==> src/rtl/axis_pkg.sv <==
// Shared AXI-Stream definitions used by the stream_in and stream_out paths.
package axis_pkg;

    // Fixed sideband values; the accelerator uses a single stream id and destination.
    localparam logic AXIS_TID_DEFAULT   = 1'b0;
    localparam logic AXIS_TDEST_DEFAULT = 1'b0;

    // Frame-transfer state shared by both stream directions.
    typedef enum logic [1:0] {
        IDLE  = 2'd0,
        RUN   = 2'd1,
        DRAIN = 2'd2
    } axis_state_e;

endpackage

==> src/rtl/stream_out_if.sv <==
// AXI-Stream bundle between stream_out (master) and the VDMA S2MM channel (slave).
interface stream_out_if #(
    parameter int DATA_WIDTH = 32
);
    logic                    tvalid;
    logic                    tready;
    logic [DATA_WIDTH-1:0]   tdata;
    logic [DATA_WIDTH/8-1:0] tstrb;
    logic [DATA_WIDTH/8-1:0] tkeep;
    logic                    tlast;
    logic                    tuser;
    logic                    tid;
    logic                    tdest;

    modport master (
        output tvalid, tdata, tstrb, tkeep, tlast, tuser, tid, tdest,
        input  tready
    );

    modport slave (
        input  tvalid, tdata, tstrb, tkeep, tlast, tuser, tid, tdest,
        output tready
    );
endinterface

==> src/rtl/axis_skid_buf.sv <==
// Two-entry registered valid/ready slice: a main register that drives the
// output and a skid register that catches the one beat in flight when the
// consumer stalls. Input ready is a flop, so it never depends on i_out_ready
// combinationally.
module axis_skid_buf #(
    parameter int PAYLOAD_W = 8
) (
    input  logic                 i_clk,
    input  logic                 i_rst,
    input  logic                 i_in_allow,   // upstream may send next cycle
    input  logic                 i_in_valid,   // qualified handshake (valid && o_in_ready)
    input  logic [PAYLOAD_W-1:0] i_in_data,
    output logic                 o_in_ready,
    output logic                 o_out_valid,
    output logic [PAYLOAD_W-1:0] o_out_data,
    input  logic                 i_out_ready
);

    logic                 r_main_valid;
    logic [PAYLOAD_W-1:0] r_main_data;
    logic                 r_skid_valid;
    logic [PAYLOAD_W-1:0] r_skid_data;
    logic                 r_in_ready;

    logic                 w_out_hs;
    logic                 w_main_valid_nx;
    logic [PAYLOAD_W-1:0] w_main_data_nx;
    logic                 w_skid_valid_nx;
    logic [PAYLOAD_W-1:0] w_skid_data_nx;

    assign w_out_hs = r_main_valid && i_out_ready;

    // Next contents of the two entries: skid refills main first, a new beat
    // goes to main when it is free or leaving, otherwise into skid.
    always_comb begin
        // NOTE: every signal gets a default first so no latch is inferred.
        w_main_valid_nx = r_main_valid;
        w_main_data_nx  = r_main_data;
        w_skid_valid_nx = r_skid_valid;
        w_skid_data_nx  = r_skid_data;
        if (w_out_hs) begin
            if (r_skid_valid) begin
                w_main_data_nx  = r_skid_data;
                w_skid_valid_nx = 1'b0;
            end else if (i_in_valid) begin
                w_main_data_nx  = i_in_data;
            end else begin
                w_main_valid_nx = 1'b0;
            end
        end else if (i_in_valid) begin
            if (!r_main_valid) begin
                w_main_valid_nx = 1'b1;
                w_main_data_nx  = i_in_data;
            end else begin
                w_skid_valid_nx = 1'b1;
                w_skid_data_nx  = i_in_data;
            end
        end
    end

    // Register both entries and the ready flag; ready drops the cycle after skid fills.
    always_ff @(posedge i_clk) begin
        if (i_rst) begin
            // NOTE: data registers are reset too, since the stream data must read zero after reset.
            r_main_valid <= 1'b0;
            r_main_data  <= '0;
            r_skid_valid <= 1'b0;
            r_skid_data  <= '0;
            r_in_ready   <= 1'b0;
        end else begin
            // NOTE: sequential state uses non-blocking assignments only.
            r_main_valid <= w_main_valid_nx;
            r_main_data  <= w_main_data_nx;
            r_skid_valid <= w_skid_valid_nx;
            r_skid_data  <= w_skid_data_nx;
            r_in_ready   <= i_in_allow && !w_skid_valid_nx;
        end
    end

    assign o_in_ready  = r_in_ready;
    assign o_out_valid = r_main_valid;
    assign o_out_data  = r_main_data;

endmodule

==> src/rtl/stream_out.sv <==
// Transmit side of the AXI-Stream path: takes upscaled pixels from Up-Sampling,
// tags SOF (tuser) and end-of-row (tlast) and forwards them to the VDMA through
// a registered skid buffer. One destination frame is sent per UPSTART.
module stream_out
    import axis_pkg::*;
#(
    parameter int AXISOUT_DATA_WIDTH = 32,
    parameter int UPSP_WRTDATA_WIDTH = 32,
    parameter int DST_IMG_WIDTH      = 3840,
    parameter int DST_IMG_HEIGHT     = 2160
) (
    input  logic                          m_axis_aclk,
    input  logic                          m_axis_arst,
    input  logic                          UPSTART,
    output logic                          FRAME_SENT,
    input  logic                          upsp_ac_wvalid,
    input  logic [UPSP_WRTDATA_WIDTH-1:0] upsp_ac_wdata,
    output logic                          ac_upsp_wready,
    stream_out_if.master                  m_axis
);

    localparam int COL_W = (DST_IMG_WIDTH  > 1) ? $clog2(DST_IMG_WIDTH)  : 1;
    localparam int ROW_W = (DST_IMG_HEIGHT > 1) ? $clog2(DST_IMG_HEIGHT) : 1;
    localparam logic [COL_W-1:0] COL_LAST = COL_W'(DST_IMG_WIDTH - 1);
    localparam logic [ROW_W-1:0] ROW_LAST = ROW_W'(DST_IMG_HEIGHT - 1);

    // One buffered beat: pixel plus the sideband fixed at acceptance time.
    typedef struct packed {
        logic [AXISOUT_DATA_WIDTH-1:0] data;
        logic                          tuser;
        logic                          tlast;
        logic                          frame_end;
    } beat_t;

    axis_state_e      r_state;
    logic [COL_W-1:0] r_in_col;
    logic [ROW_W-1:0] r_in_row;

    beat_t w_in_beat;
    beat_t w_out_beat;
    logic  w_in_hs;
    logic  w_out_valid;
    logic  w_frame_done;
    logic  w_run_next;

    assign w_in_hs = upsp_ac_wvalid && ac_upsp_wready;

    assign w_in_beat.data      = upsp_ac_wdata;
    assign w_in_beat.tuser     = (r_in_row == '0) && (r_in_col == '0);
    assign w_in_beat.tlast     = (r_in_col == COL_LAST);
    assign w_in_beat.frame_end = w_in_beat.tlast && (r_in_row == ROW_LAST);

    // The frame-end beat leaving main while draining closes the frame.
    assign w_frame_done = (r_state == DRAIN) && w_out_valid && m_axis.tready
                          && w_out_beat.frame_end;

    // Whether the FSM will be in RUN next cycle; feeds the registered wready.
    assign w_run_next = ((r_state == IDLE) && UPSTART)
                     || ((r_state == RUN) && !(w_in_hs && w_in_beat.frame_end));

    // Frame FSM and input position counters.
    always_ff @(posedge m_axis_aclk) begin
        if (m_axis_arst) begin
            r_state  <= IDLE;
            r_in_col <= '0;
            r_in_row <= '0;
        end else begin
            case (r_state)
                IDLE: begin
                    if (UPSTART) begin
                        r_state  <= RUN;
                        r_in_col <= '0;
                        r_in_row <= '0;
                    end
                end
                RUN: begin
                    if (w_in_hs) begin
                        if (w_in_beat.frame_end) begin
                            r_state <= DRAIN;
                        end
                        if (w_in_beat.tlast) begin
                            r_in_col <= '0;
                            r_in_row <= w_in_beat.frame_end ? '0 : r_in_row + ROW_W'(1);
                        end else begin
                            r_in_col <= r_in_col + COL_W'(1);
                        end
                    end
                end
                DRAIN: begin
                    if (w_frame_done) begin
                        r_state <= IDLE;
                    end
                end
                default: r_state <= IDLE;
            endcase
        end
    end

    axis_skid_buf #(
        .PAYLOAD_W ($bits(beat_t))
    ) u_skid (
        .i_clk       (m_axis_aclk),
        .i_rst       (m_axis_arst),
        .i_in_allow  (w_run_next),
        .i_in_valid  (w_in_hs),
        .i_in_data   (w_in_beat),
        .o_in_ready  (ac_upsp_wready),
        .o_out_valid (w_out_valid),
        .o_out_data  (w_out_beat),
        .i_out_ready (m_axis.tready)
    );

    // FRAME_SENT must coincide with the VDMA handshake, so it is decoded from
    // the registered main entry and tready rather than registered itself.
    assign FRAME_SENT = w_frame_done && !m_axis_arst;

    assign m_axis.tvalid = w_out_valid;
    assign m_axis.tdata  = w_out_beat.data;
    assign m_axis.tuser  = w_out_beat.tuser;
    assign m_axis.tlast  = w_out_beat.tlast;
    assign m_axis.tstrb  = '1;
    assign m_axis.tkeep  = '1;
    assign m_axis.tid    = AXIS_TID_DEFAULT;
    assign m_axis.tdest  = AXIS_TDEST_DEFAULT;

endmodule

==> src/flat_wrapper.sv <==
// flat-port wrapper written by rule: the top's interface ports become plain ports
module stream_out_flat import axis_pkg::*;
#(
    parameter int AXISOUT_DATA_WIDTH = 32,
    parameter int UPSP_WRTDATA_WIDTH = 32,
    parameter int DST_IMG_WIDTH      = 3840,
    parameter int DST_IMG_HEIGHT     = 2160
)
  (m_axis_aclk, m_axis_arst, UPSTART, FRAME_SENT, upsp_ac_wvalid, upsp_ac_wdata, ac_upsp_wready, m_axis_tvalid, m_axis_tdata, m_axis_tstrb, m_axis_tkeep, m_axis_tlast, m_axis_tuser, m_axis_tid, m_axis_tdest, m_axis_tready);
  stream_out_if #(.DATA_WIDTH((32))) m_axis_i ();
  input  logic m_axis_aclk;
  input  logic m_axis_arst;
  input  logic UPSTART;
  output logic FRAME_SENT;
  input  logic upsp_ac_wvalid;
  input  logic [UPSP_WRTDATA_WIDTH-1:0] upsp_ac_wdata;
  output logic ac_upsp_wready;
  output wire logic [$bits(m_axis_i.tvalid)-1:0] m_axis_tvalid;
  output wire logic [$bits(m_axis_i.tdata)-1:0] m_axis_tdata;
  output wire logic [$bits(m_axis_i.tstrb)-1:0] m_axis_tstrb;
  output wire logic [$bits(m_axis_i.tkeep)-1:0] m_axis_tkeep;
  output wire logic [$bits(m_axis_i.tlast)-1:0] m_axis_tlast;
  output wire logic [$bits(m_axis_i.tuser)-1:0] m_axis_tuser;
  output wire logic [$bits(m_axis_i.tid)-1:0] m_axis_tid;
  output wire logic [$bits(m_axis_i.tdest)-1:0] m_axis_tdest;
  input wire logic [$bits(m_axis_i.tready)-1:0] m_axis_tready;
  assign m_axis_tvalid = m_axis_i.tvalid;
  assign m_axis_tdata = m_axis_i.tdata;
  assign m_axis_tstrb = m_axis_i.tstrb;
  assign m_axis_tkeep = m_axis_i.tkeep;
  assign m_axis_tlast = m_axis_i.tlast;
  assign m_axis_tuser = m_axis_i.tuser;
  assign m_axis_tid = m_axis_i.tid;
  assign m_axis_tdest = m_axis_i.tdest;
  assign m_axis_i.tready = m_axis_tready;
  stream_out #(.AXISOUT_DATA_WIDTH(AXISOUT_DATA_WIDTH), .UPSP_WRTDATA_WIDTH(UPSP_WRTDATA_WIDTH), .DST_IMG_WIDTH(DST_IMG_WIDTH), .DST_IMG_HEIGHT(DST_IMG_HEIGHT)) u_core (.m_axis_aclk(m_axis_aclk), .m_axis_arst(m_axis_arst), .UPSTART(UPSTART), .FRAME_SENT(FRAME_SENT), .upsp_ac_wvalid(upsp_ac_wvalid), .upsp_ac_wdata(upsp_ac_wdata), .ac_upsp_wready(ac_upsp_wready), .m_axis(m_axis_i));
endmodule
==> config.mk <==
export PLATFORM = sky130hd
export DESIGN_NAME = stream_out_flat
export DESIGN_NICKNAME = d
export VERILOG_FILES = /design/src/rtl/axis_pkg.sv /design/src/rtl/stream_out_if.sv /design/src/rtl/axis_skid_buf.sv /design/src/rtl/stream_out.sv /design/src/flat_wrapper.sv
export SDC_FILE = /design/constraint.sdc
export NUM_CORES = 1
export LEC_CHECK = 0
export BUFFER_PORTS_ARGS = -buffer_cell sky130_fd_sc_hd__buf_2
export CELL_PAD_IN_SITES_DETAIL_PLACEMENT = 0
export CELL_PAD_IN_SITES_GLOBAL_PLACEMENT = 1
export CORE_MARGIN = 3
export CORE_UTILIZATION = 30
export DETAILED_ROUTE_END_ITERATION = 16
export GPL_TIMING_DRIVEN = 0
export MAX_ROUTING_LAYER = met4
export PLACE_DENSITY = 0.72
export SYNTH_ARGS = -nofsm -noshare
export SYNTH_HDL_FRONTEND = slang
export SYNTH_SLANG_ARGS = --single-unit
==> constraint.sdc <==
create_clock -name m_axis_aclk -period 2.25 [get_ports m_axis_aclk]
set_input_delay 0.1125 -clock m_axis_aclk [delete_from_list [all_inputs] [get_ports m_axis_aclk]]
set_output_delay 0.1125 -clock m_axis_aclk [all_outputs]
set_load 0.1 [all_outputs]
==> summary.txt <==
Placement
  – Setup WS pre-CTS: 0.2449 ns
  – DP Area: 5505 um2
  – Number of port buffers: 72
  – DP HPWL: 9953 um
  – Final GP Congestion: 0.8248

Pwr
  – VDD IR-drop max: 394.6 uV
  – Total power: 4190 uW
  – Clk pwr share: 0.383
  – Sw power: 1311 uW
  – Reg power frac: 0.437
  – Pleak: 0.002284 uW
  – Gate power share: 0.180
  – Sw Ratio: 0.3129
  – Internal Power: 2879 uW
  – PD cells: 718.8 nW/um2

Routing
  – DR vias: 4527
  – Routed Antenna Nets: 0
  – Via/cell ratio: 4.964
  – Routed WL per cell: 14.71 um
  – Drt total wl: 13420 um
  – DRC errors left: 0
  – First-pass DRT Iterations: 5
  – Iter 0 DRT Violations: 288

Die
  – IO Pins: 84
  – Die Y: 132.9 um
  – Rows: 45
  – Die width: 132.9 um
  – Die Area: 17660 um2
  – Initial Util: 0.3120
  – Core box area: 15480 um2

Yosys
  – Seq cells post-synth: 99
  – EDFF count, synth: 0
  – Synthesis warning total: 0
  – Distinct cells, synth: 56
  – Largest cells by area after synthesis: dfxtp_1 41%, nand2_1 11%, buf_4 6.8%
  – Cell Area, Synth: 4831 um2
  – Prevailing post-synth register cell: dfxtp_1
  – Synth area leader: dfxtp_1
  – Asr flop ratio synth: 0
  – Synth top cells by count: 148 x nand2_1, 99 x dfxtp_1, 47 x nor2_1
  – Register area share after synthesis: 0.4103
  – Share of the synthesized area in the top cell type: 0.4103
  – Count leader, synth: nand2_1
  – Synth Instances: 603
  – Synthesized area per cell: 8.011 um2

Finish
  – Fill cells: 1638
  – Ant diodes: 0
  – P&R area growth vs syn: 20.67%
  – Layout cells sized above 1: 0.2311
  – Final Cell Area: 5829 um2
  – Final net count: 737

Clock network
  – Clock tree root buffer cell: clkbuf_16
  – Reg clk slew, reported paths: 0.07 ns
  – Deepest clock path buffer count: 2
  – TritonCTS Buffers: 9
  – H-tree Lvls: 3
  – Clock latency on the worst-skew pair: 0.36 ns
  – Clock Sinks: 99
  – Post-CTS Setup Inserts: 0
  – CTS tree: yes
  – Post-cts sizing count: 0
  – Hold Buf Count CTS: 2

STA
  – Worst Skew: 0.01027 ns
  – Slew margin rel.: 0.5184
  – PnR worst setup slack: 0.2100 ns
  – Final Setup Violations: 0
  – Final Max Tran Viols: 0
  – Final period util: 0.9067
  – Max Clk Rate: 490.2 MHz
  – Minimum clock period: 2.040 ns
  – Tightest Pin Transition: 0.7193 ns
  – RSZ-0062 raised after global routing: false
  – Final Hold Fails: 0
  – Setup TNS: 0 ns
  – WHS: 0.007001 ns

GRT
  – First-pass GRT wire length: 22180 um
  – Pin count of the biggest net entering global routing: 17
  – All-Layer GR Usage: 0.1594
  – Gr ovfl total: 0
  – Initial antenna violation count: 0
  – Number of global-route vias before repair: 4235

Status
  – Outcome: finished clean

Setup path
  – Slowest stage delay, CP: 0.56 ns
  – Crit Path Max Fanout: 10
  – Crit path DAT: 2.23 ns
  – Crit Path Class: flop to flop
  – Slowest stage cell, crit path: a22oi_1
  – CP Launch Type: flop
  – CP cell instances: buf_2 -> nand2_1 -> a22oi_1 -> clkbuf_1 -> a311oi_1
  – Critical Path RT: 2.44 ns
  – Crit. End Element: flop

Worst hold path
  – Worst Hold Class: input port to flop

Job
  – Max-cap violations: 0
## final timing paths
path                                             start                                         end  slack, ns  cells past startpoint
max             u_core.u_skid.o_out_valid$_SDFFE_PP0P_    u_core.u_skid.o_out_data[0]$_SDFFE_PP0P_       0.21                      5
min                                  upsp_ac_wdata[17]  u_core.u_skid.r_skid_data[20]$_SDFFE_PP0P_      0.007                      3
max reg2reg     u_core.u_skid.o_out_valid$_SDFFE_PP0P_    u_core.u_skid.o_out_data[0]$_SDFFE_PP0P_       0.21                      5
min reg2reg  u_core.u_skid.r_skid_data[2]$_SDFFE_PP0P_   u_core.u_skid.r_skid_data[2]$_SDFFE_PP0P_       0.45                      2
## cell families after synthesis
family / synth area share
adders and majority gates: 0.01036
muxes: 0.002072
AOI/OAI and AO/OA: 0.1720
xor gates and xnor gates: 0.01269
DFF: 0.4103
other: 0.001555
and+or+nand+nor: 0.2836
buffers and inverters: 0.1075
## critical path: cells and delay by family, from the launching register on
kind	cells	cell delay [ns]
AO/OA/AOI/OAI	2	0.74
buffers and inverters	2	0.72
flip-flops	1	0.34
AND/OR/NAND/NOR	1	0.07
## layout make-up
type	count	area, um2	area share
clock buffer	11	242.7	0.04164
tap	211	264.0	0.04529
timing repair buffer	74	380.4	0.06525
clock inverter	5	61.31	0.01052
inverter	7	26.28	0.004507
buffer	80	493.0	0.08457
sequential	99	1987	0.3408
multi-input combinational	425	2375	0.4074
## power by group through the flow
stage / clock, uW / sequential (uW) / combinational (uW)
detailed placement: 0 / 1870 / 754
finish: 1600 / 1830 / 754
floorplan: 0 / 1900 / 581
global placement: 0 / 1870 / 747
CTS: 1640 / 1830 / 758
global route: 1720 / 1840 / 799
## per-layer routing
metal  global-route usage  vias to the layer above  routed length (um)
met2               0.2393                      109                6244
met4              0.03753                        0                 142
met3              0.04030                       12                 647
met1               0.2157                     2142                6385
met5                    -                        -                   0
li1                     -                     2264                   -
## placed cells by master, fill, tap and decap left out, types with 9 or more instances in the layout
cell	instances
conb_1	10
clkbuf_16	9
dfxtp_1	97
nor2_1	47
clkbuf_1	24
buf_4	44
a21oi_1	46
nand4_1	13
nand3_1	20
buf_2	82
nand2_1	148
a311oi_1	34
## state kept, by name, indices dropped and copies added, names as in the netlist
signal / count
u_core.u_skid.o_out_valid: 1
u_core.u_skid.r_skid_data: 35
u_core.r_in_col: 12
u_core.u_skid.r_skid_valid: 1
u_core.r_state: 2
u_core.r_in_row: 12
u_core.u_skid.o_out_data: 35
u_core.u_skid.o_in_ready: 1
## metrics by stage
step / util / instances
2_1_floorplan: - / 611
6_report: 0.3765 / 912
3_5_place_dp: 0.3556 / 894
3_3_place_gp: 0.3556 / 894
4_1_cts: 0.3765 / 912
5_1_grt: 0.3765 / 912
No activity file was read; power rests on OpenSTA's default activity.
